File: config.mk
export PLATFORM = sky130hd
export DESIGN_NAME = wishbone_master_port_flat
export DESIGN_NICKNAME = d
export VERILOG_FILES = /design/src/rtl/wishbone_master_port_if.sv /design/src/rtl/wishbone_master_port.sv /design/src/flat_wrapper.sv
export SDC_FILE = /design/constraint.sdc
export NUM_CORES = 1
export LEC_CHECK = 0
export ABC_AREA = 1
export ABC_CLOCK_PERIOD_IN_PS = 1950
export CAP_MARGIN = 5
export CORE_MARGIN = 5
export CORE_UTILIZATION = 25
export CTS_CLUSTER_SIZE = 30
export DETAILED_ROUTE_END_ITERATION = 10
export GPL_TIMING_DRIVEN = 0
export PLACE_DENSITY = 0.63
export REMOVE_ABC_BUFFERS = 1
export SYNTH_ARGS = -nofsm -noshare
export SYNTH_HDL_FRONTEND = slang
export SYNTH_SLANG_ARGS = --single-unit
File: constraint.sdc
create_clock -name clk -period 1.95 [get_ports clk]
set_input_delay 0.2925 -clock clk [delete_from_list [all_inputs] [get_ports clk]]
set_output_delay 0.2925 -clock clk [all_outputs]
set_load 0.02 [all_outputs]
File: src/rtl/wishbone_master_port_if.sv
// Wishbone classic signal bundle shared by the initiator port and the slaves on the interconnect.
`timescale 1ns/1ps
interface wishbone_interface;
   logic        cyc;
   logic        stb;
   logic        we;
   logic [31:0] adr;
   logic [3:0]  sel;
   logic [31:0] dat_mosi;
   logic [31:0] dat_miso;
   logic        ack;
   logic        err;

   modport master (
      output cyc, stb, we, adr, sel, dat_mosi,
      input  ack, err, dat_miso
   );

   modport slave (
      input  cyc, stb, we, adr, sel, dat_mosi,
      output ack, err, dat_miso
   );
endinterface

File: src/rtl/wishbone_master_port.sv
// Wishbone classic initiator: one valid/ready request becomes one non-pipelined bus cycle,
// answered by a single-cycle response; a watchdog aborts cycles nobody acknowledges.
`timescale 1ns/1ps
module wishbone_master_port #(
   parameter int unsigned TIMEOUT_CYCLES = 32'd64
) (
   input  logic              clk,
   input  logic              rst_n,
   input  logic              req_valid,
   output logic              req_ready,
   input  logic              req_we,
   input  logic [31:0]       req_addr,
   input  logic [31:0]       req_wdata,
   input  logic [3:0]        req_sel,
   output logic              rsp_valid,
   output logic [31:0]       rsp_rdata,
   output logic              rsp_err,
   output logic              rsp_timeout,
   output logic              busy,
   wishbone_interface.master wishbone
);
   localparam int unsigned   CW       = (TIMEOUT_CYCLES == 0) ? 1 : $clog2(TIMEOUT_CYCLES + 1);
   localparam int unsigned   LAST     = (TIMEOUT_CYCLES == 0) ? 0 : TIMEOUT_CYCLES - 1;
   localparam logic [CW-1:0] CNT_LAST = CW'(LAST);
   localparam logic [CW-1:0] CNT_MAX  = '1;

   typedef enum logic {ST_IDLE, ST_WAIT} state_t;

   state_t        state, state_nxt;
   logic [CW-1:0] wd_cnt;
   logic          cyc_q, stb_q, we_q;
   logic [31:0]   adr_q, dat_q;
   logic [3:0]    sel_q;
   logic          start, done_ack, done_err, done_to, done;

   always_ff @(posedge clk or negedge rst_n) begin
      if (!rst_n) state <= ST_IDLE;
      else        state <= state_nxt;
   end

   always_comb begin
      state_nxt = state;
      unique case (state)
         ST_IDLE: if (start) state_nxt = ST_WAIT;
         ST_WAIT: if (done)  state_nxt = ST_IDLE;
         default: state_nxt = ST_IDLE;
      endcase
   end

   // err outranks ack, and either outranks a watchdog expiry on the same edge
   always_comb begin
      req_ready = (state == ST_IDLE);
      start     = 1'b0;
      done_ack  = 1'b0;
      done_err  = 1'b0;
      done_to   = 1'b0;
      if (state == ST_IDLE)
         start = req_valid;
      else if (wishbone.err)
         done_err = 1'b1;
      else if (wishbone.ack)
         done_ack = 1'b1;
      else if (TIMEOUT_CYCLES != 0 && wd_cnt == CNT_LAST)
         done_to = 1'b1;
   end

   assign done = done_ack | done_err | done_to;

   always_ff @(posedge clk or negedge rst_n) begin
      if (!rst_n) begin
         cyc_q       <= 1'b0;
         stb_q       <= 1'b0;
         we_q        <= 1'b0;
         adr_q       <= '0;
         sel_q       <= '0;
         dat_q       <= '0;
         wd_cnt      <= '0;
         rsp_valid   <= 1'b0;
         rsp_err     <= 1'b0;
         rsp_timeout <= 1'b0;
         rsp_rdata   <= '0;
      end else begin
         rsp_valid   <= 1'b0;
         rsp_err     <= 1'b0;
         rsp_timeout <= 1'b0;
         if (start) begin
            cyc_q  <= 1'b1;
            stb_q  <= 1'b1;
            we_q   <= req_we;
            adr_q  <= req_addr;
            sel_q  <= req_sel;
            dat_q  <= req_wdata;
            wd_cnt <= '0;
         end else if (state == ST_WAIT) begin
            if (wd_cnt != CNT_MAX) wd_cnt <= wd_cnt + CW'(1);
            if (done) begin
               cyc_q       <= 1'b0;
               stb_q       <= 1'b0;
               rsp_valid   <= 1'b1;
               rsp_err     <= done_err | done_to;
               rsp_timeout <= done_to;
               rsp_rdata   <= (done_ack && !we_q) ? wishbone.dat_miso : '0;
            end
         end
      end
   end

   assign wishbone.cyc      = cyc_q;
   assign wishbone.stb      = stb_q;
   assign wishbone.we       = we_q;
   assign wishbone.adr      = adr_q;
   assign wishbone.sel      = sel_q;
   assign wishbone.dat_mosi = dat_q;
   assign busy              = cyc_q;
endmodule

File: src/flat_wrapper.sv
// flat-port wrapper written by rule: the top's interface ports become plain ports
module wishbone_master_port_flat 
#(
   parameter int unsigned TIMEOUT_CYCLES = 32'd64
)
  (clk, rst_n, req_valid, req_ready, req_we, req_addr, req_wdata, req_sel, rsp_valid, rsp_rdata, rsp_err, rsp_timeout, busy, wishbone_cyc, wishbone_stb, wishbone_we, wishbone_adr, wishbone_sel, wishbone_dat_mosi, wishbone_ack, wishbone_err, wishbone_dat_miso);
  wishbone_interface wishbone_i ();
  input  logic clk;
  input  logic rst_n;
  input  logic req_valid;
  output logic req_ready;
  input  logic req_we;
  input  logic [31:0] req_addr;
  input  logic [31:0] req_wdata;
  input  logic [3:0] req_sel;
  output logic rsp_valid;
  output logic [31:0] rsp_rdata;
  output logic rsp_err;
  output logic rsp_timeout;
  output logic busy;
  output wire logic [$bits(wishbone_i.cyc)-1:0] wishbone_cyc;
  output wire logic [$bits(wishbone_i.stb)-1:0] wishbone_stb;
  output wire logic [$bits(wishbone_i.we)-1:0] wishbone_we;
  output wire logic [$bits(wishbone_i.adr)-1:0] wishbone_adr;
  output wire logic [$bits(wishbone_i.sel)-1:0] wishbone_sel;
  output wire logic [$bits(wishbone_i.dat_mosi)-1:0] wishbone_dat_mosi;
  input wire logic [$bits(wishbone_i.ack)-1:0] wishbone_ack;
  input wire logic [$bits(wishbone_i.err)-1:0] wishbone_err;
  input wire logic [$bits(wishbone_i.dat_miso)-1:0] wishbone_dat_miso;
  assign wishbone_cyc = wishbone_i.cyc;
  assign wishbone_stb = wishbone_i.stb;
  assign wishbone_we = wishbone_i.we;
  assign wishbone_adr = wishbone_i.adr;
  assign wishbone_sel = wishbone_i.sel;
  assign wishbone_dat_mosi = wishbone_i.dat_mosi;
  assign wishbone_i.ack = wishbone_ack;
  assign wishbone_i.err = wishbone_err;
  assign wishbone_i.dat_miso = wishbone_dat_miso;
  wishbone_master_port #(.TIMEOUT_CYCLES(TIMEOUT_CYCLES)) u_core (.clk(clk), .rst_n(rst_n), .req_valid(req_valid), .req_ready(req_ready), .req_we(req_we), .req_addr(req_addr), .req_wdata(req_wdata), .req_sel(req_sel), .rsp_valid(rsp_valid), .rsp_rdata(rsp_rdata), .rsp_err(rsp_err), .rsp_timeout(rsp_timeout), .busy(busy), .wishbone(wishbone_i));
endmodule
==> results.md <==
- # setup viols final: 0
- Switching part of the total: 28.3%
- CP max stage delay: 660 ps
- Reg area: 0.00283 mm^2
- Final Hold Viols: 0
- Drt via density: 4.03
- WL met3: about 760 um
- Post-synthesis async set-or-reset flop share: 100%
- Root buf cell: clkbuf_16
- Later-pin clock latency in the skew report: roughly 400 ps
- Routability cong.: 0.752
- Row count: 48
- Final Cell Area: 0.00732 mm^2
- Worst hold path type: in2reg
- Main synth FF type: dfrtp_1
- CP Capture Type: output pin
- Crit path depth: 1
- Reg2Reg Depth: 6
- Comb pwr share: 24.4%
- Layout cell share with drive strength beyond 1: between 5 and 6%
- Sink Count: 113
- Clock power share: 38.1%
- Starting density of the core: 25.4%
- Setup bufs post-CTS: 0
- CP endpoint: wishbone_we
- Psw: 2.19 mW
- PD cells: 1060 mW/mm^2
- Core ar.: 0.0172 mm^2
- Footprint of the multi-input gates: roughly 0.0014 mm^2
- Yosys top cell area share: 64.5%
- DR WL met2: between 6000 and 7000 um
- Area Overhead vs Synth: 66.9%
- H-tree depth: 4
- RSZ-0062 raised after global routing: false
- Die width: 142 um
- Overflow after GRT: 0
- Clock-pin slew on the worst setup and hold paths: around 50 ps
- Buf/Inv on CP: 1
- DPL Wire Length: 9300 um
- Seq/Total Area, Yosys: 64.5%
- Post-route ant nets: 0
- Internal power: ~5.6 mW
- Io pins: 214
- Slowest-stage cell, CP: clkdlybuf4s50_1
- Crit-path max FO: 3
- Synth cell types: 19
- WP data arrival: 1470 ps
- Synth Register Bits: between 100 and 150
- CTS tree: done
- Slew @ Worst Pin: 651 ps
- ANT cells: 0
- Vias in the first global route: roughly 3.9k
- Register-to-register path setup slack: 250 ps
- Cell area after placement: just under 0.007 mm^2
- Rel. slew slack: 56.3%
- Post-synth top area cell: dfrtp_1
- Worst reg2reg path startpoint: u_core.wd_cnt[0]$_DFFE_PN0P_
- Synth area leaders: dfrtp_1 (64%), nand2_1 (27%), buf_2 (1.5%)
- Final worst path period need: between 1500 and 2000 ps
- Drt total wl: 13300 um
- RR Endpoint: u_core.wd_cnt[5]$_DFFE_PN0P_
- Detailed-route DRC error count: 0
- Worst Setup SP: u_core.wishbone.we$_DFFE_PN0P_
- DR top layer: met5
- Mapped Cells: 493
- Data required time of the worst path: between 1500 and 2000 ps
- Run status: completed
- DRT iter0 DRCs: 139
- EDFF count, synth: 0
- Port bufs: around 210
- Die area: 0.0203 mm^2
- Average wire per standard cell: 14.1 um
- Die H: 142 um
- Count of final max-slew check failures: 0
- Sequential Power Share: a little under two fifths
- Max Fclk: 567 MHz
- Max-cap check violation count: 0
- Post-layout nets: 812
- Yosys warnings: 0
- Largest net degree at the start of global routing: between 70 and 80
- Vias: 3784
- Critical path class: reg2out
- Delay-heaviest family, CP: buffers and inverters
- GRT Overall Usage: 13.3%
- 1st-pass router iterations: 4
- Mapped Area: 0.00438 mm^2
- VDD IR max: 0.554 mV
- Clock skew: 7.75 ps
- Synthesized area per cell: a little under 9 um^2
- Period utilization: 90.4%
- Met1 wire length: 5310 um
- Initial antenna violation count: 1
- Crit path launch type: flop
- CTS Buf Count: 17
- # fillers: 1670
- Leak Pwr: roughly 3.6 nW
- Crit-path cells: clkdlybuf4s50_1
- Clk buf depth: 2
- Global-route wire length before repair: 21100 um
- Total negative slack: 0 ps
==> worst min path at each step <==
stage | startpoint | endpoint | slack [ps] | cells past startpoint
after floorplan | rst_n | u_core.busy$_DFFE_PN0P_ | -3 | 0
after global placement | u_core.rsp_rdata[31]$_DFFE_PN0P_ | u_core.rsp_rdata[31]$_DFFE_PN0P_ | 450 | 2
after detailed placement | rst_n | u_core.rsp_rdata[29]$_DFFE_PN0P_ | 290 | 1
after CTS | req_wdata[9] | u_core.wishbone.dat_mosi[9]$_DFFE_PN0P_ | 400 | 3
after global routing | req_wdata[9] | u_core.wishbone.dat_mosi[9]$_DFFE_PN0P_ | 410 | 3
final | req_addr[7] | u_core.wishbone.adr[7]$_DFFE_PN0P_ | 420 | 3
==> worst register-to-register path, delay by kind of cell (launching register included) <==
family | cells | cell delay (ps)
compound gates | 1 | 570
fa+ha+maj | 1 | 200
buf+inv | 1 | 130
flops | 1 | 380
simple gates | 3 | 300
==> routing by layer <==
| metal | GRT usage, % | up-vias |
|---|---|---|
| li1 | - | 1906 |
| met1 | 15.7 | 1748 |
| met2 | 22.5 | 100 |
| met3 | 4.33 | 28 |
| met4 | 5.60 | 2 |
| met5 | 0 | - |
==> logic make-up (layout without fill, tap and decap cells) <==
kind of cell    Yosys count  after routing  share of synthesized area, %
fa+ha+maj                 1              1                         0.285
simple gates            334            334                          29.4
buf+inv                  34            256                          4.31
xor+xnor                  3              3                         0.599
compound gates            8              8                         0.913
flops                   113            113                          64.5
==> power by group through the flow <==
stage	Sequential, mW	Combinational (mW)	Clock (mW)
after floorplan	3.33	0.396	0
after global placement	2.92	1.90	0
after detailed placement	2.93	1.93	0
after CTS	2.90	1.93	3.06
after global routing	2.95	2.05	3.16
final	2.90	1.89	2.95
==> synth_stat cells (2+ instances only) <==
| cell type | n |
|---|---|
| buf_2 | 13 |
| nor2_1 | 3 |
| nand2_2 | 2 |
| clkbuf_1 | 2 |
| inv_1 | 9 |
| o21ai_0 | 7 |
| nand3_1 | 11 |
| buf_6 | 3 |
| buf_4 | 6 |
| xor2_1 | 2 |
| dfrtp_1 | 113 |
| nand2_1 | 315 |
==> cell type report <==
cell class,instances,share of cell area [%]
Inverter,10,0.615
Tap cell,225,3.85
Clock inverter,6,1.13
Timing Repair Buffer,217,30.4
Sequential cell,113,38.6
Clock buffer,23,6.53
Multi-Input combinational cell,346,18.8
==> cell usage in the layout, fill, tap and decap left out, types with 3 or more instances in the layout <==
| cell | n |
|---|---|
| dfrtp_1 | 113 |
| clkbuf_1 | 3 |
| clkinv_2 | 3 |
| inv_1 | 9 |
| nand2_1 | 315 |
| clkdlybuf4s50_1 | 211 |
| nor2_1 | 3 |
| nand3_1 | 11 |
| clkbuf_16 | 17 |
| buf_16 | 3 |
| o21ai_0 | 6 |
| clkbuf_8 | 3 |
==> sequential cells by signal, summed over array words and instances, names as in the netlist <==
signal / flops
u_core.busy: 1
u_core.rsp_err: 1
u_core.rsp_rdata: 32
u_core.rsp_timeout: 1
u_core.rsp_valid: 1
u_core.state: 1
u_core.wd_cnt: 7
u_core.wishbone.adr: 32
u_core.wishbone.dat_mosi: 32
u_core.wishbone.sel: 4
u_core.wishbone.we: 1
==> per-stage QoR <==
step	hold WS, ps	std cells	util, %	setup slack, ps	total power [mW]
after floorplan	-3.09	469	-	-330	3.72
after global placement	453	907	38.6	-4160	4.82
after detailed placement	285	910	39.1	-673	4.86
after CTS	397	940	42.4	68.6	7.90
after global routing	406	940	42.5	18.2	8.16
final	422	940	42.5	187	7.75
==> repair_timing <==
| item | 4_1_cts | 5_1_grt |
|---|---|---|
| endpoints found under the setup margin | 75 | 70 |
| hold buffers | 1 | 0 |
| gates resized for setup | 4 | 1 |
| pin swaps | 0 | 0 |
| endpoints found under the hold margin | 52 | 0 |
No activity file was read; power rests on OpenSTA's default activity.
